==> config.mk <==
export PLATFORM = sky130hd
export DESIGN_NAME = grid_cursor_ctrl_flat
export DESIGN_NICKNAME = d
export VERILOG_FILES = /design/src/rtl/grid_cursor_if.sv /design/src/rtl/grid_cursor_ctrl.sv /design/src/flat_wrapper.sv
export SDC_FILE = /design/constraint.sdc
export NUM_CORES = 1
export LEC_CHECK = 0
export ABC_AREA = 0
export CAP_MARGIN = 5
export CORE_MARGIN = 2
export CORE_UTILIZATION = 28
export DETAILED_ROUTE_END_ITERATION = 7
export MAX_ROUTING_LAYER = met4
export SLEW_MARGIN = 10
export SYNTH_ARGS = -nofsm -noshare
export SYNTH_HDL_FRONTEND = slang
export SYNTH_SLANG_ARGS = --single-unit
==> constraint.sdc <==
create_clock -name clk -period 3.1 [get_ports clk]
set_input_delay 0.62 -clock clk [delete_from_list [all_inputs] [get_ports clk]]
set_output_delay 0.62 -clock clk [all_outputs]
set_load 0.02 [all_outputs]
==> src/rtl/grid_cursor_if.sv <==
`default_nettype none
// ============================================================================
//  Module   : grid_cursor_if
//  Brief    : Button/jump inputs and cursor outputs of the grid cursor controller.
//  Revision : 1.0
// ============================================================================
interface grid_cursor_if #(
    parameter int IDX_W = 4
);
    logic             tick;
    logic             btn_up;
    logic             btn_down;
    logic             btn_left;
    logic             btn_right;
    logic             level_sel;
    logic             board_lock;
    logic             jump_valid;
    logic [IDX_W-1:0] jump_idx;
    logic [IDX_W-1:0] board_idx;
    logic [IDX_W-1:0] tile_idx;
    logic [2:0]       board_row;
    logic [2:0]       board_col;
    logic [2:0]       tile_row;
    logic [2:0]       tile_col;
    logic             moved;

    modport master (
        output tick, btn_up, btn_down, btn_left, btn_right,
        output level_sel, board_lock, jump_valid, jump_idx,
        input  board_idx, tile_idx, board_row, board_col, tile_row, tile_col, moved
    );

    modport slave (
        input  tick, btn_up, btn_down, btn_left, btn_right,
        input  level_sel, board_lock, jump_valid, jump_idx,
        output board_idx, tile_idx, board_row, board_col, tile_row, tile_col, moved
    );
endinterface
`default_nettype wire

==> src/rtl/grid_cursor_ctrl.sv <==
`default_nettype none
// ============================================================================
//  Module   : grid_cursor_ctrl
//  Brief    : Two-level board/tile cursor navigation with press-then-auto-repeat.
//  Revision : 1.0
// ============================================================================
module grid_cursor_ctrl #(
    parameter int GRID_DIM      = 3,
    parameter int IDX_W         = 4,
    parameter int WRAP          = 0,
    parameter int REPEAT_DELAY  = 24,
    parameter int REPEAT_PERIOD = 6
) (
    input  logic          clk,
    input  logic          rst_n,
    grid_cursor_if.slave  bus
);

    localparam int c_CELLS   = GRID_DIM * GRID_DIM;
    localparam int c_LUT     = 2 ** IDX_W;
    localparam int c_CNT_MAX = (REPEAT_DELAY > REPEAT_PERIOD) ? REPEAT_DELAY : REPEAT_PERIOD;
    localparam int c_CNT_W   = $clog2(c_CNT_MAX + 1);

    localparam logic [2:0]         c_LAST   = 3'(GRID_DIM - 1);
    localparam logic [c_CNT_W-1:0] c_DELAY  = c_CNT_W'(REPEAT_DELAY);
    localparam logic [c_CNT_W-1:0] c_PERIOD = c_CNT_W'(REPEAT_PERIOD);
    localparam logic [c_CNT_W-1:0] c_ONE    = c_CNT_W'(1);

    typedef enum logic [1:0] {
        ST_IDLE   = 2'd0,
        ST_HOLD   = 2'd1,
        ST_REPEAT = 2'd2
    } state_t;

    typedef enum logic [2:0] {
        DIR_NONE  = 3'd0,
        DIR_UP    = 3'd1,
        DIR_DOWN  = 3'd2,
        DIR_LEFT  = 3'd3,
        DIR_RIGHT = 3'd4
    } dir_t;

    state_t             state_q;
    dir_t               dir_q;
    logic [c_CNT_W-1:0] cnt_q;
    logic [2:0]         board_row_q, board_col_q, tile_row_q, tile_col_q;
    logic [2:0]         board_row_d, board_col_d, tile_row_d, tile_col_d;
    logic               moved_q;

    dir_t       w_dir;
    logic       w_fire;
    logic       w_changed;
    logic [2:0] w_step_row, w_step_col;

    // Linear index -> (row, col) table built at elaboration; entries past the grid are invalid.
    logic [2:0] w_lut_row [c_LUT];
    logic [2:0] w_lut_col [c_LUT];
    logic       w_lut_ok  [c_LUT];

    for (genvar k = 0; k < c_LUT; k++) begin : g_jump_lut
        if (k < c_CELLS) begin : g_valid
            assign w_lut_row[k] = 3'(k / GRID_DIM);
            assign w_lut_col[k] = 3'(k % GRID_DIM);
            assign w_lut_ok[k]  = 1'b1;
        end else begin : g_invalid
            assign w_lut_row[k] = 3'd0;
            assign w_lut_col[k] = 3'd0;
            assign w_lut_ok[k]  = 1'b0;
        end
    end

    function automatic logic [2:0] f_dec(input logic [2:0] v);
        if (v != 3'd0) return v - 3'd1;
        return (WRAP != 0) ? c_LAST : v;
    endfunction

    function automatic logic [2:0] f_inc(input logic [2:0] v);
        if (v != c_LAST) return v + 3'd1;
        return (WRAP != 0) ? 3'd0 : v;
    endfunction

    always_comb begin
        w_dir = DIR_NONE;
        if      (bus.btn_up)    w_dir = DIR_UP;
        else if (bus.btn_down)  w_dir = DIR_DOWN;
        else if (bus.btn_left)  w_dir = DIR_LEFT;
        else if (bus.btn_right) w_dir = DIR_RIGHT;
    end

    // A step fires on a fresh press, on a direction change, or when the repeat count expires.
    always_comb begin
        w_fire = 1'b0;
        if (w_dir != DIR_NONE) begin
            if (state_q == ST_IDLE || w_dir != dir_q)
                w_fire = 1'b1;
            else if (bus.tick && cnt_q == c_ONE)
                w_fire = 1'b1;
        end
    end

    always_comb begin
        w_step_row = bus.level_sel ? tile_row_q : board_row_q;
        w_step_col = bus.level_sel ? tile_col_q : board_col_q;
        case (w_dir)
            DIR_UP:    w_step_row = f_dec(w_step_row);
            DIR_DOWN:  w_step_row = f_inc(w_step_row);
            DIR_LEFT:  w_step_col = f_dec(w_step_col);
            DIR_RIGHT: w_step_col = f_inc(w_step_col);
            default:   ;
        endcase

        board_row_d = board_row_q;
        board_col_d = board_col_q;
        tile_row_d  = tile_row_q;
        tile_col_d  = tile_col_q;
        if (w_fire) begin
            if (bus.level_sel) begin
                tile_row_d = w_step_row;
                tile_col_d = w_step_col;
            end else if (!bus.board_lock) begin
                board_row_d = w_step_row;
                board_col_d = w_step_col;
            end
        end
        if (bus.jump_valid && w_lut_ok[bus.jump_idx]) begin
            board_row_d = w_lut_row[bus.jump_idx];
            board_col_d = w_lut_col[bus.jump_idx];
        end

        w_changed = (board_row_d != board_row_q) || (board_col_d != board_col_q) ||
                    (tile_row_d  != tile_row_q)  || (tile_col_d  != tile_col_q);
    end

    always_ff @(posedge clk or negedge rst_n) begin
        if (!rst_n) begin
            state_q     <= ST_IDLE;
            dir_q       <= DIR_NONE;
            cnt_q       <= '0;
            board_row_q <= 3'd0;
            board_col_q <= 3'd0;
            tile_row_q  <= 3'd0;
            tile_col_q  <= 3'd0;
            moved_q     <= 1'b0;
        end else begin
            board_row_q <= board_row_d;
            board_col_q <= board_col_d;
            tile_row_q  <= tile_row_d;
            tile_col_q  <= tile_col_d;
            moved_q     <= w_changed;

            if (w_dir == DIR_NONE) begin
                state_q <= ST_IDLE;
                dir_q   <= DIR_NONE;
                cnt_q   <= '0;
            end else if (state_q == ST_IDLE || w_dir != dir_q) begin
                state_q <= ST_HOLD;
                dir_q   <= w_dir;
                cnt_q   <= c_DELAY;
            end else if (bus.tick) begin
                if (cnt_q == c_ONE) begin
                    state_q <= ST_REPEAT;
                    cnt_q   <= c_PERIOD;
                end else if (cnt_q > c_ONE) begin
                    cnt_q   <= cnt_q - c_ONE;
                end
            end
        end
    end

    assign bus.board_idx = IDX_W'(32'(board_row_q) * 32'(GRID_DIM) + 32'(board_col_q));
    assign bus.tile_idx  = IDX_W'(32'(tile_row_q)  * 32'(GRID_DIM) + 32'(tile_col_q));
    assign bus.board_row = board_row_q;
    assign bus.board_col = board_col_q;
    assign bus.tile_row  = tile_row_q;
    assign bus.tile_col  = tile_col_q;
    assign bus.moved     = moved_q;

endmodule
`default_nettype wire
==> src/flat_wrapper.sv <==
// flat-port wrapper written by rule: the top's interface ports become plain ports
module grid_cursor_ctrl_flat 
#(
    parameter int GRID_DIM      = 3,
    parameter int IDX_W         = 4,
    parameter int WRAP          = 0,
    parameter int REPEAT_DELAY  = 24,
    parameter int REPEAT_PERIOD = 6
)
  (clk, rst_n, bus_tick, bus_btn_up, bus_btn_down, bus_btn_left, bus_btn_right, bus_level_sel, bus_board_lock, bus_jump_valid, bus_jump_idx, bus_board_idx, bus_tile_idx, bus_board_row, bus_board_col, bus_tile_row, bus_tile_col, bus_moved);
  grid_cursor_if #(.IDX_W(IDX_W)) bus_i ();
  input  logic clk;
  input  logic rst_n;
  input wire logic [$bits(bus_i.tick)-1:0] bus_tick;
  input wire logic [$bits(bus_i.btn_up)-1:0] bus_btn_up;
  input wire logic [$bits(bus_i.btn_down)-1:0] bus_btn_down;
  input wire logic [$bits(bus_i.btn_left)-1:0] bus_btn_left;
  input wire logic [$bits(bus_i.btn_right)-1:0] bus_btn_right;
  input wire logic [$bits(bus_i.level_sel)-1:0] bus_level_sel;
  input wire logic [$bits(bus_i.board_lock)-1:0] bus_board_lock;
  input wire logic [$bits(bus_i.jump_valid)-1:0] bus_jump_valid;
  input wire logic [$bits(bus_i.jump_idx)-1:0] bus_jump_idx;
  output wire logic [$bits(bus_i.board_idx)-1:0] bus_board_idx;
  output wire logic [$bits(bus_i.tile_idx)-1:0] bus_tile_idx;
  output wire logic [$bits(bus_i.board_row)-1:0] bus_board_row;
  output wire logic [$bits(bus_i.board_col)-1:0] bus_board_col;
  output wire logic [$bits(bus_i.tile_row)-1:0] bus_tile_row;
  output wire logic [$bits(bus_i.tile_col)-1:0] bus_tile_col;
  output wire logic [$bits(bus_i.moved)-1:0] bus_moved;
  assign bus_i.tick = bus_tick;
  assign bus_i.btn_up = bus_btn_up;
  assign bus_i.btn_down = bus_btn_down;
  assign bus_i.btn_left = bus_btn_left;
  assign bus_i.btn_right = bus_btn_right;
  assign bus_i.level_sel = bus_level_sel;
  assign bus_i.board_lock = bus_board_lock;
  assign bus_i.jump_valid = bus_jump_valid;
  assign bus_i.jump_idx = bus_jump_idx;
  assign bus_board_idx = bus_i.board_idx;
  assign bus_tile_idx = bus_i.tile_idx;
  assign bus_board_row = bus_i.board_row;
  assign bus_board_col = bus_i.board_col;
  assign bus_tile_row = bus_i.tile_row;
  assign bus_tile_col = bus_i.tile_col;
  assign bus_moved = bus_i.moved;
  grid_cursor_ctrl #(.GRID_DIM(GRID_DIM), .IDX_W(IDX_W), .WRAP(WRAP), .REPEAT_DELAY(REPEAT_DELAY), .REPEAT_PERIOD(REPEAT_PERIOD)) u_core (.clk(clk), .rst_n(rst_n), .bus(bus_i));
endmodule
==> results of run 1 <==
-- metal layers --
layer	share of wire, %	vias to the layer above	GRT usage (%)
met1	47	892	17.4
met5	0	-	-
li1	-	923	-
met4	0.77	0	3.03
met3	3.8	4	2.66
met2	49	33	22.8
-- worst max-delay path: cells and delay by family (launching register included) --
kind	cells	cell delay, ns
buf+inv	2	0.25
fa+ha+maj	3	1.01
flops	1	0.46
xor+xnor	2	0.33
-- cell type report --
| class | instances | area (um^2) |
|---|---|---|
| fill | 760 | 4300 |
| timing repair buffer | 82 | 687 |
| multi-input combinational | 163 | 1460 |
| clock buffer | 4 | 45.0 |
| tap | 99 | 124 |
| inverter | 25 | 93.8 |
| sequential | 23 | 577 |
-- layout by cell type, fill, tap and decap left out, types with 2 or more instances in the layout --
master / netlist / final
sky130_fd_sc_hd__nand2b_1: 2 / 2
sky130_fd_sc_hd__nand3_1: 2 / 2
sky130_fd_sc_hd__nor4_1: 2 / 2
sky130_fd_sc_hd__mux2i_4: 1 / 2
sky130_fd_sc_hd__o21ai_0: 2 / 2
sky130_fd_sc_hd__a21oi_1: 14 / 14
sky130_fd_sc_hd__o211a_1: 2 / 2
sky130_fd_sc_hd__dlygate4sd2_1: 0 / 3
sky130_fd_sc_hd__clkdlybuf4s50_1: 0 / 29
sky130_fd_sc_hd__inv_1: 24 / 23
sky130_fd_sc_hd__nand2_1: 8 / 8
sky130_fd_sc_hd__fa_1: 6 / 6
sky130_fd_sc_hd__ha_1: 18 / 18
sky130_fd_sc_hd__nor3_1: 7 / 7
sky130_fd_sc_hd__clkbuf_8: 0 / 3
sky130_fd_sc_hd__and2_1: 2 / 2
sky130_fd_sc_hd__xnor2_1: 10 / 10
sky130_fd_sc_hd__nor2_1: 19 / 19
sky130_fd_sc_hd__mux2i_1: 12 / 10
sky130_fd_sc_hd__mux2i_2: 1 / 2
sky130_fd_sc_hd__dfrtp_1: 23 / 22
sky130_fd_sc_hd__xnor3_1: 2 / 2
sky130_fd_sc_hd__a221o_1: 2 / 2
sky130_fd_sc_hd__buf_4: 1 / 48
sky130_fd_sc_hd__a211o_1: 2 / 2
sky130_fd_sc_hd__mux2_1: 6 / 6
sky130_fd_sc_hd__nor2b_1: 2 / 2
sky130_fd_sc_hd__nor3b_2: 1 / 2
sky130_fd_sc_hd__a211oi_1: 3 / 3
sky130_fd_sc_hd__clkbuf_2: 0 / 2
sky130_fd_sc_hd__xor2_1: 8 / 8
-- where the power goes --
part           switching (mW)  total [mW]  internal (mW)
Clock                  0.0997       0.192         0.0920
Combinational            1.05        2.07           1.02
Sequential             0.0643       0.434          0.370
Total                    1.21        2.69           1.48
-- logic make-up (layout without fill, tap and decap cells) --
family | Yosys count | after routing | share of synthesized area, %
flip-flops | 23 | 23 | 27.1
buffers and inverters | 32 | 111 | 6.23
adder cells (fa/ha/maj) | 24 | 24 | 16.2
AO/OA/AOI/OAI | 40 | 40 | 13.8
AND/OR/NAND/NOR | 57 | 57 | 14.9
multiplexers | 22 | 22 | 12.3
XOR/XNOR | 20 | 20 | 9.53
-- worst max path at each step --
stage	startpoint	to	slack (ns)	cells after the start
2_1_floorplan	bus_level_sel	u_core.bus.moved	0.03	11
3_3_place_gp	bus_level_sel	u_core.bus.moved	-0.32	11
3_5_place_dp	bus_level_sel	u_core.bus.moved	-0.36	12
4_1_cts	u_core.bus.board_col[1]	bus_board_idx[3]	0.0006	7
5_1_grt	u_core.bus.board_col[1]	bus_board_idx[3]	0.04	7
6_report	u_core.bus.tile_row[1]	bus_tile_idx[3]	0.18	7
-- per-stage QoR --
step	total power, mW	util (%)	setup slack [ns]
finish	2.69	41.0	0.178
global route	2.92	41.0	0.0448
CTS	2.75	41.1	0.000643
detailed placement	2.60	40.3	-0.359
global placement	2.59	40.3	-0.320
floorplan	1.64	-	0.0261
-- flip-flops by register name, indices dropped and copies added, names as in the netlist --
signal and cells:
u_core.bus.board_col 3, u_core.state_q 2, u_core.bus.board_row 3, u_core.bus.tile_col 3
u_core.bus.moved 1, u_core.cnt_q 5, u_core.bus.tile_row 3, u_core.dir_q 3
-- timing repair --
action / in CTS / in global routing
setup endpoints to repair: 5 / 2
pin swaps: 1 / 0
resized for setup: 10 / 4
setup buffers: 0 / 0
==> results.rst, run 1 <==
.. list-table::
   :header-rows: 1

   * - Metric
     - Value
   * - Number of distinct library cell variants in the gate-level netlist after synthesis
     - 58
   * - Cell count after placement
     - 392
   * - Run status
     - completed
   * - Synthesized netlist net count
     - 256
   * - Total wirelength of the detailed-routed design
     - 5300 um
   * - Standard cell core area
     - 7290 um^2
   * - Fraction of registers with async set/reset
     - 100%
   * - Root Driver
     - sky130_fd_sc_hd__clkbuf_8
   * - Primary FF master, synth
     - sky130_fd_sc_hd__dfrtp_1
   * - Post-synth top cells
     - 24 x sky130_fd_sc_hd__inv_1, 23 x sky130_fd_sc_hd__dfrtp_1, 19 x sky130_fd_sc_hd__nor2_1
   * - Static leakage
     - 1.36 nW
   * - Worst Hold Endpoint
     - u_core.state_q[1]
   * - Worst R2R End
     - u_core.bus.moved
   * - Global-route total usage across every layer
     - 13.7%
   * - Power density of the placed cells
     - 902 nW/um^2
   * - Layout cell share with drive strength beyond 1
     - 24.6%
   * - Worst skew pair latency
     - 0.27 ns
   * - Boundary Pins
     - 35
   * - Launch point of the worst hold path
     - u_core.state_q[1]
   * - Relative slew slack
     - 70.1%
   * - Share of the synthesized area in the top cell type
     - 27.1%
   * - Slew of the pin with the lowest slew margin
     - 0.448 ns
   * - Port bufs
     - 34
   * - Layout Nets
     - 336
   * - Number of detailed-routing iterations run before antenna repair
     - 4
   * - Remaining antenna violation count
     - 0
   * - Synthesized cell area
     - between 2000 and 2500 um^2
   * - Floorplan die width
     - 91.2 um
   * - Proportion of synthesized chip area in sequential cells
     - 27.1%
   * - Via/cell ratio
     - 4.68
   * - Crit end category
     - output port
   * - Cell area after placement
     - 2940 um^2
   * - Clock tree from TritonCTS
     - done
   * - Number of enable flip-flop cells after synthesis
     - 0
   * - RSZ-0062 raised after global routing
     - no
   * - CTS HTree Levels
     - 1
   * - Starting density of the core
     - 29.2%
   * - Initial antenna violation count
     - 0
   * - Post-route cell area
     - 2990 um^2
   * - Total clock buffers created by CTS
     - 3
   * - Number of warnings printed during yosys synthesis
     - 0
   * - Required time reported for the critical path endpoint
     - 2.48 ns
   * - Reg2Reg Setup Slack
     - 0.26 ns
   * - Cell with the most instances on the worst path
     - sky130_fd_sc_hd__fa_1
   * - Hold violation total from the final report
     - 0
   * - Worst Hold Class
     - reg2reg
   * - Vias in the first global route
     - around 1800
   * - Total via count in the routed design
     - approximately 1900
   * - Post-Route Skew
     - 0.00327 ns
   * - Syn Inst Count
     - 218
   * - Setup tns final
     - 0 ns
   * - Number of buffers inserted for hold repair after clock tree synthesis
     - 0
   * - Delay of the slowest critical-path stage
     - around 0.5 ns
   * - Routability Congestion
     - 0.866
   * - Worst Hold Depth
     - 2
   * - Highest-delay cell along the critical path
     - sky130_fd_sc_hd__fa_1
   * - Number of cell instances on the worst register-to-register path
     - 11
   * - First-pass GRT wire length
     - 8940 um
   * - Final Cycle Share
     - 94.3%
   * - Crit-path cells
     - fa_1 > ha_1 > inv_1 > fa_1 > xor2_1 > xnor2_1 > clkbuf_2
   * - Pins over their slew limit
     - 0
   * - Syn_area_per_cell
     - slightly below 10 um^2
   * - Critical path data arrival time
     - 2.30 ns
   * - Number of remaining DRC errors
     - 0
   * - Period minus WS final
     - 2.92 ns
   * - Total grt overflow
     - 0
   * - Row count
     - 31
   * - Maximum number of buffers from clock root to sink
     - 2
   * - Clock slew at reported path FFs
     - 0.08 ns
   * - Initial detailed-routing violation count
     - 66
   * - Flop and latch count out of synthesis
     - 23
   * - Total Die Area
     - 8310 um^2
   * - Startpoint type of the worst setup path
     - flip-flop
   * - Pin count of the biggest net entering global routing
     - 24
   * - Post-synthesis cell type with the largest combined area
     - sky130_fd_sc_hd__dfrtp_1
   * - Startpoint of the lowest-slack register-to-register path
     - u_core.bus.board_row[1]
   * - Most numerous cell in the Yosys netlist
     - sky130_fd_sc_hd__inv_1
   * - Max FO, Critical Path
     - 4
   * - Area added between synthesis and finish
     - 40.5%
   * - Final routed wire length divided by cell count
     - 13.4 um
   * - Crit path kind
     - reg2out
   * - Min Hold Slack
     - 0.521 ns
   * - Post-layout instance count excluding filler cells
     - just under 400
   * - Peak supply drop
     - 407 uV
   * - Final setup vio count
     - 0
   * - Cell types with the largest area share after synthesis
     - sky130_fd_sc_hd__dfrtp_1 27%, sky130_fd_sc_hd__ha_1 11%, sky130_fd_sc_hd__fa_1 5.6%
   * - Max Clock Freq
     - 0.342 GHz
   * - CTS sink count
     - 23
   * - Antenna Cells
     - 0
   * - HPWL Detailed
     - roughly 4300 um
   * - Height of the die
     - 91.2 um
   * - MaxCap Viol Count
     - 0
(Power assumes the default switching activity.)
==> run 2, diff against run 1 <==
--- a/config.mk
+++ b/config.mk
@@ -11,6 +11,7 @@
 export CORE_UTILIZATION = 28
 export DETAILED_ROUTE_END_ITERATION = 7
 export MAX_ROUTING_LAYER = met4
+export SKIP_LAST_GASP = 1
 export SLEW_MARGIN = 10
 export SYNTH_ARGS = -nofsm -noshare
 export SYNTH_HDL_FRONTEND = slang
==> constraint.sdc (replaced) <==
create_clock -name clk -period 2.5 [get_ports clk]
set_input_delay 0.5 -clock clk [delete_from_list [all_inputs] [get_ports clk]]
set_output_delay 0.5 -clock clk [all_outputs]
set_load 0.02 [all_outputs]
==> run 2 against run 1 <==
The run now ends with negative setup slack left. Cell count rose by 6.3%. Sequential share of layout area fell by 1.9 points. Global-route usage rose by 1.1 points. Clock-buffer cell count fell by 1. Setup slack got worse by 0.43 ns. Register-to-register slack got worse by 0.51 ns. Non-clock buffer count rose by 25. Clock skew rose by 0.0027 ns. Die area did not move. Combinational power rose by 43%. Flip-flop and latch count did not move. Clock power rose by 27%. Critical path type unchanged.
==> results.rst, run 2 (synthesized netlist as in run 1, its figures left out) <==
.. list-table::
   :header-rows: 1

   * - Metric
     - Value
   * - Clk network pwr share
     - 6.5% (-0.6 points)
   * - Final setup vio count
     - 5 (+5)
   * - Total wirelength of the detailed-routed design
     - 5620 um (+6.0%)
   * - Via/cell ratio
     - 4.58 (-2.1%)
   * - Clock tree from TritonCTS
     - done
   * - Clock slew at reported path FFs
     - 0.09 ns (about the same)
   * - Logic pwr share
     - 78.8% (+2.0 points)
   * - MaxCap Viol Count
     - 0 (unchanged)
   * - CTS HTree Levels
     - 1 (unchanged)
   * - HPWL Detailed
     - 4630 um (+6.8%)
   * - Maximum number of buffers from clock root to sink
     - 2 (unchanged)
   * - Post-Route Skew
     - 0.00593 ns (+0.00266 ns)
   * - Floorplan die width
     - 91.2 um (unchanged)
   * - Height of the die
     - 91.2 um (unchanged)
   * - Register containing the most flip-flops in the final layout
     - u_core.cnt_q
   * - Post-Place Worst Slack
     - -0.872 ns (-0.513 ns)
   * - Critical path data arrival time
     - 2.25 ns (-0.05 ns)
   * - Row count
     - 31 (unchanged)
   * - Pin count of the biggest net entering global routing
     - 24 (unchanged)
   * - Static leakage
     - 1.52 nW (+11%)
   * - Worst Hold Class
     - in2reg
   * - Port bufs
     - 34 (unchanged)
   * - Number of remaining DRC errors
     - 0 (unchanged)
   * - Flop pwr share
     - 14.7% (-1.4 points)
   * - Total Die Area
     - 8310 um^2 (unchanged)
   * - Number of cell instances on the worst register-to-register path
     - 11 (unchanged)
   * - Peak supply drop
     - 505 uV (+24%)
   * - Period minus WS final
     - 2.75 ns
   * - Startpoint type of the worst setup path
     - flip-flop
   * - Worst R2R End
     - u_core.bus.moved
   * - Total grt overflow
     - 0 (unchanged)
   * - First-pass GRT wire length
     - 9670 um (+8.2%)
   * - Vias in the first global route
     - 2062 (+14%)
   * - CTS sink count
     - 23 (unchanged)
   * - Power density of the placed cells
     - 1120 nW/um^2 (+24%)
   * - Total clock buffers created by CTS
     - 3 (unchanged)
   * - Required time reported for the critical path endpoint
     - 2.00 ns (-0.48 ns)
   * - Worst skew pair latency
     - 0.27 ns (about the same)
   * - Slew of the pin with the lowest slew margin
     - 0.391 ns (-0.0566 ns)
   * - Hold violation total from the final report
     - 0 (unchanged)
   * - Layout cell share with drive strength beyond 1
     - 39.1% (+15 points)
   * - Starting density of the core
     - 29.2% (unchanged)
   * - Net switching component of the power
     - 1.64 mW (+36%)
   * - Launch point of the worst hold path
     - bus_btn_left
   * - Routability Congestion
     - 0.879 (+1.5%)
   * - Relative slew slack
     - 73.7% (+3.5 points)
   * - RSZ-0062 raised after global routing
     - yes
   * - Final routed wire length divided by cell count
     - 13.3 um (-0.29%)
   * - Max Clock Freq
     - 0.363 GHz
   * - Root Driver
     - sky130_fd_sc_hd__clkbuf_8
   * - Global-route total usage across every layer
     - 14.8% (+1.1 points)
   * - Worst Hold Depth
     - 2 (unchanged)
   * - Switching part of the total power
     - 43.7% (-1.2 points)
   * - Crit path kind
     - reg2out
   * - Boundary Pins
     - 35 (unchanged)
   * - Crit end category
     - output port
   * - Remaining antenna violation count
     - 0 (unchanged)
   * - Worst setup slack after layout
     - -0.254 ns (-0.432 ns)
   * - Worst Hold Endpoint
     - u_core.dir_q[2]
   * - Violations in the final reports
     - negative setup slack
   * - Max FFs per register
     - 5 (unchanged)
   * - Initial antenna violation count
     - 0 (unchanged)
   * - Final Cycle Share
     - 110%
   * - Standard cell core area
     - 7290 um^2 (unchanged)
   * - Pins over their slew limit
     - 0 (unchanged)
   * - Highest-count cells in the layout ignoring fill and taps
     - 70 x sky130_fd_sc_hd__buf_4, 25 x sky130_fd_sc_hd__clkdlybuf4s50_1, 21 x sky130_fd_sc_hd__inv_1
   * - Internal Dissipation
     - 2.12 mW (+43%)
   * - Initial detailed-routing violation count
     - 46 (-30%)
   * - Reg2Reg Setup Slack
     - -0.25 ns (-0.51 ns)
   * - Startpoint of the lowest-slack register-to-register path
     - u_core.bus.board_row[1]
   * - Setup tns final
     - -0.985 ns (-0.985 ns)
   * - Most frequent standard cell in the layout excluding fill and tap cells
     - sky130_fd_sc_hd__buf_4
   * - Number of detailed-routing iterations run before antenna repair
     - 4 (unchanged)
   * - Layout Nets
     - 361 (+7.4%)
   * - Antenna Cells
     - 0 (unchanged)
   * - Max FO, Critical Path
     - 2 (-2)
   * - Area added between synthesis and finish
     - 58.0%
   * - Total via count in the routed design
     - 1928 (+4.1%)
   * - Run status
     - finished, violations left
==> run 2: cell count changes in the layout (fill, tap and decap cells not counted), sizes merged <==
cell,previous run,this run
clkdlybuf4s15,0,1
clkbuf,6,3
clkinv,1,2
dlymetal6s2s,0,1
clkdlybuf4s50,29,25
buf,48,77
==> run 2: cell type report <==
| type | count | area, um^2 |
|---|---|---|
| Sequential cell | 23 | 584 |
| Clock buffer | 3 | 41.3 |
| Tap cell | 99 | 124 |
| Multi-Input combinational cell | 163 | 1600 |
| Inverter | 25 | 96.3 |
| Clock inverter | 1 | 5.00 |
| Fill cell | 733 | 3930 |
| Timing Repair Buffer | 107 | 912 |
==> run 2: metal layers <==
metal | GRT usage (%) | vias to the layer above | routed length [um]
met2 | 26.7 | 26 | 2970
met5 | - | - | 0
met4 | 1.39 | 0 | 11
met3 | 2.49 | 2 | 148
li1 | - | 969 | -
met1 | 18.0 | 931 | 2490
==> run 2: critical path: stages, from the launching register on <==
cell	delay (ns)
sky130_fd_sc_hd__dfrtp_2	0.44
sky130_fd_sc_hd__fa_1	0.54
sky130_fd_sc_hd__ha_1	0.14
sky130_fd_sc_hd__inv_1	0.05
sky130_fd_sc_hd__fa_2	0.35
sky130_fd_sc_hd__xor2_2	0.17
sky130_fd_sc_hd__xnor2_2	0.14
sky130_fd_sc_hd__buf_4	0.15
==> run 2: how the worst max path moves through the flow <==
stage | startpoint | endpoint | slack, ns | depth (start not counted)
3_5_place_dp | bus_level_sel | u_core.bus.moved | -0.87 | 12
4_1_cts | u_core.bus.tile_col[1] | bus_tile_idx[3] | -0.28 | 7
3_3_place_gp | bus_level_sel | u_core.bus.moved | -0.78 | 12
6_report | u_core.bus.board_col[1] | bus_board_idx[3] | -0.25 | 7
5_1_grt | u_core.bus.board_col[1] | bus_board_idx[3] | -0.39 | 7
2_1_floorplan | bus_level_sel | u_core.bus.moved | -0.35 | 11
==> run 2: timing repair <==
action / 4_1_cts / 5_1_grt
pin swaps: 9 / 2
setup endpoints to repair: 16 / 17
buffers inserted: 4 / 0
gates resized for setup: 44 / 7
hold buffers: 0 / 0
==> run 2: metrics by stage <==
| step | util [%] | hold WS (ns) | instances | instance area [um^2] | power, mW |
|---|---|---|---|---|---|
| floorplan | - | 0.204 | 218 | 2230 | 2.18 |
| global placement | 43.6 | 0.502 | 413 | 3180 | 3.39 |
| detailed placement | 43.6 | 0.507 | 413 | 3180 | 3.42 |
| CTS | 45.8 | 0.527 | 421 | 3340 | 3.75 |
| global route | 46.1 | 0.530 | 421 | 3360 | 4.05 |
| finish | 46.1 | 0.528 | 421 | 3360 | 3.76 |
==> run 2: power by group through the flow <==
stage | registers, mW | logic (mW) | clock network, mW
3_3_place_gp | 0.556 | 2.83 | 0
3_5_place_dp | 0.562 | 2.86 | 0
2_1_floorplan | 0.710 | 1.47 | 0
6_report | 0.553 | 2.96 | 0.244
5_1_grt | 0.567 | 3.22 | 0.267
4_1_cts | 0.556 | 2.94 | 0.252
==> run 3, diff against run 2 <==
--- a/config.mk
+++ b/config.mk
@@ -9,6 +9,7 @@
 export CAP_MARGIN = 5
 export CORE_MARGIN = 2
 export CORE_UTILIZATION = 28
+export CTS_BUF_LIST = sky130_fd_sc_hd__clkbuf_2
 export DETAILED_ROUTE_END_ITERATION = 7
 export MAX_ROUTING_LAYER = met4
 export SKIP_LAST_GASP = 1
==> run 3 against run 2 <==
The flow still finishes with violations (negative setup slack). Combinational power hardly changed. Die area stayed put. Critical path depth unchanged. Largest power group unchanged. Critical path type unchanged.
==> results.rst, run 3 (synthesized netlist as in run 1, its figures left out) <==
.. list-table::
   :header-rows: 1

   * - Metric
     - Value
   * - Static leakage
     - 1.50 nW (-1.0%)
   * - Worst skew pair latency
     - 0.36 ns (+0.09 ns)
   * - First-pass GRT wire length
     - 9590 um (-0.85%)
   * - Power density of the placed cells
     - 1110 nW/um^2 (-0.85%)
   * - Layout cell share with drive strength beyond 1
     - 40.7% (+1.6 points)
   * - Starting density of the core
     - 29.2% (unchanged)
   * - Switching part of the total power
     - 44.5% (+0.80 points)
   * - Boundary Pins
     - 35 (unchanged)
   * - Row count
     - 31 (unchanged)
   * - Post-layout instance count excluding filler cells
     - 423 (+0.48%)
   * - Total clock buffers created by CTS
     - 3 (unchanged)
   * - Highest-count cells in the layout ignoring fill and taps
     - 71 x sky130_fd_sc_hd__buf_4, 27 x sky130_fd_sc_hd__clkdlybuf4s50_1, 20 x sky130_fd_sc_hd__inv_1
   * - Final setup vio count
     - 5 (unchanged)
   * - Number of inserted filler cells in the final layout
     - 728 (-0.68%)
   * - Total wirelength of the detailed-routed design
     - 5630 um (+0.30%)
   * - Clock tree from TritonCTS
     - done
   * - Global-route total usage across every layer
     - 14.7% (-0.13 points)
   * - Via/cell ratio
     - 4.54 (-0.83%)
   * - CTS HTree Levels
     - 1 (unchanged)
   * - Routability Congestion
     - 0.879 (unchanged)
   * - Maximum number of buffers from clock root to sink
     - 2 (unchanged)
   * - Floorplan die width
     - 91.2 um (unchanged)
   * - RSZ-0062 raised after global routing
     - yes
   * - Worst Hold Class
     - in2async
   * - Port bufs
     - 34 (unchanged)
   * - Initial detailed-routing violation count
     - 50 (+8.7%)
   * - Hold violation total from the final report
     - 0 (unchanged)
   * - Register containing the most flip-flops in the final layout
     - u_core.cnt_q
   * - Total via count in the routed design
     - 1921 (-0.36%)
   * - Area added between synthesis and finish
     - 57.1%
   * - Root Driver
     - sky130_fd_sc_hd__clkbuf_2
   * - Violations in the final reports
     - negative setup slack
   * - Net switching component of the power
     - 1.65 mW (+0.36%)
   * - MaxCap Viol Count
     - 0 (unchanged)
   * - Post-Route Skew
     - 0.0149 ns (+0.00894 ns)
   * - HPWL Detailed
     - 4630 um (unchanged)
   * - Number of detailed-routing iterations run before antenna repair
     - 4 (unchanged)
   * - Layout Nets
     - 363 (+0.55%)
   * - Final Cycle Share
     - 116% (+5.6 points)
   * - Height of the die
     - 91.2 um (unchanged)
   * - Relative slew slack
     - 73.6% (about the same)
   * - Total area of multi-input combinational cells
     - 1590 um^2 (-0.47%)
   * - Pins over their slew limit
     - 0 (unchanged)
   * - Peak supply drop
     - 504 uV (about the same)
   * - Max Clock Freq
     - 0.346 GHz (-4.8%)
   * - Startpoint type of the worst setup path
     - flip-flop
   * - Cell count after placement
     - 413 (unchanged)
   * - Period minus WS final
     - 2.89 ns (+0.140 ns)
   * - Cell area after placement
     - 3180 um^2 (unchanged)
   * - Antenna Cells
     - 0 (unchanged)
   * - Clock slew at reported path FFs
     - 0.25 ns (+0.16 ns)
   * - Number of remaining DRC errors
     - 0 (unchanged)
   * - Internal Dissipation
     - 2.06 mW (-2.8%)
   * - Flop pwr share
     - 14.9% (+0.2 points)
   * - Total grt overflow
     - 0 (unchanged)
   * - Final routed wire length divided by cell count
     - 13.3 um (-0.17%)
   * - Logic pwr share
     - 80.7% (+1.9 points)
   * - Pin count of the biggest net entering global routing
     - 24 (unchanged)
   * - Worst setup slack after layout
     - -0.394 ns (-0.140 ns)
   * - Max FO, Critical Path
     - 2 (unchanged)
   * - Slew of the pin with the lowest slew margin
     - 0.392 ns (+0.000431 ns)
   * - Remaining antenna violation count
     - 0 (unchanged)
   * - Crit path kind
     - reg2out
   * - Critical path data arrival time
     - 2.39 ns (+0.14 ns)
   * - CTS sink count
     - 23 (unchanged)
   * - Crit end category
     - output port
   * - Run status
     - finished, violations left
   * - Required time reported for the critical path endpoint
     - 2.00 ns (about the same)
   * - Initial antenna violation count
     - 0 (unchanged)
   * - Max FFs per register
     - 5 (unchanged)
   * - Vias in the first global route
     - 2033 (-1.4%)
   * - Total Die Area
     - 8310 um^2 (unchanged)
   * - Standard cell core area
     - 7290 um^2 (unchanged)
   * - Most frequent standard cell in the layout excluding fill and tap cells
     - sky130_fd_sc_hd__buf_4
   * - Clk network pwr share
     - 4.4% (-2.1 points)
   * - Sequential cell area
     - 584 um^2 (unchanged)
   * - Number of buffers inserted for hold repair after clock tree synthesis
     - 0 (unchanged)
   * - Post-route cell area
     - 3340 um^2 (-0.60%)
run 3: cell types whose count changed in the layout (fill, tap and decap cells not counted), moves of 2 or more:
cell,before,now
sky130_fd_sc_hd__clkbuf_2,0,4
sky130_fd_sc_hd__dlygate4sd2_1,3,1
sky130_fd_sc_hd__clkbuf_8,3,0
sky130_fd_sc_hd__clkdlybuf4s50_1,25,27
run 3: repair_timing:
item,in CTS,in global routing
setup endpoints to repair,9,12
pin swaps,6,10
resized for setup,36,18
setup buffers,3,4
gates cloned,0,0
run 3: stage by stage:
step	power [mW]	hold slack, ns	setup TNS (ns)	worst slack, ns	util (%)
5_1_grt	4.01	0.452	-2.35	-0.556	45.8
3_3_place_gp	3.39	0.502	-6.05	-0.783	43.6
6_report	3.70	0.453	-1.65	-0.394	45.8
3_5_place_dp	3.42	0.507	-6.82	-0.872	43.6
2_1_floorplan	2.18	0.204	-0.347	-0.347	-
4_1_cts	3.65	0.455	-1.65	-0.431	44.7
run 3: cell type report:
class | count | area share, %
sequential | 23 | 17.5
tap | 99 | 3.71
inverter | 25 | 2.88
timing repair buffer | 109 | 27.7
clock inverter | 1 | 0.150
clock buffer | 3 | 0.449
multi-input combinational | 163 | 47.6
run 3: critical path: stages, from the launching register on:
cell	delay, ns
sky130_fd_sc_hd__dfrtp_2	0.49
sky130_fd_sc_hd__fa_1	0.54
sky130_fd_sc_hd__ha_1	0.14
sky130_fd_sc_hd__inv_1	0.05
sky130_fd_sc_hd__fa_2	0.35
sky130_fd_sc_hd__xor2_2	0.17
sky130_fd_sc_hd__xnor2_2	0.14
sky130_fd_sc_hd__buf_4	0.15
run 3: path summary, 6_finish.rpt:
check,from,end,slack [ns],cells after the start
worst min-delay path,rst_n,u_core.bus.tile_row[1],0.45,2
worst max register to register,u_core.bus.tile_row[1],u_core.bus.moved,-0.36,12
worst min register to register,u_core.state_q[1],u_core.state_q[1],0.55,2
max in group asynchronous,rst_n,u_core.bus.tile_row[0],1.80,2
min in group clk,u_core.state_q[1],u_core.state_q[1],0.55,2
worst max-delay path,u_core.bus.board_col[1],bus_board_idx[3],-0.39,7
run 3: metal layers:
layer / vias to the layer above / global-route usage [%] / part of all wire (%)
li1: 973 / - / -
met1: 919 / 18.0 / 45
met2: 27 / 26.3 / 52
met3: 2 / 2.49 / 2.9
met4: 0 / 1.39 / 0.20
met5: - / - / 0
run 3: power groups by stage:
stage | Combinational (mW) | Clock [mW] | Sequential (mW)
2_1_floorplan | 1.47 | 0 | 0.710
3_3_place_gp | 2.83 | 0 | 0.556
3_5_place_dp | 2.86 | 0 | 0.562
4_1_cts | 2.93 | 0.170 | 0.556
5_1_grt | 3.26 | 0.184 | 0.565
6_report | 2.99 | 0.164 | 0.551
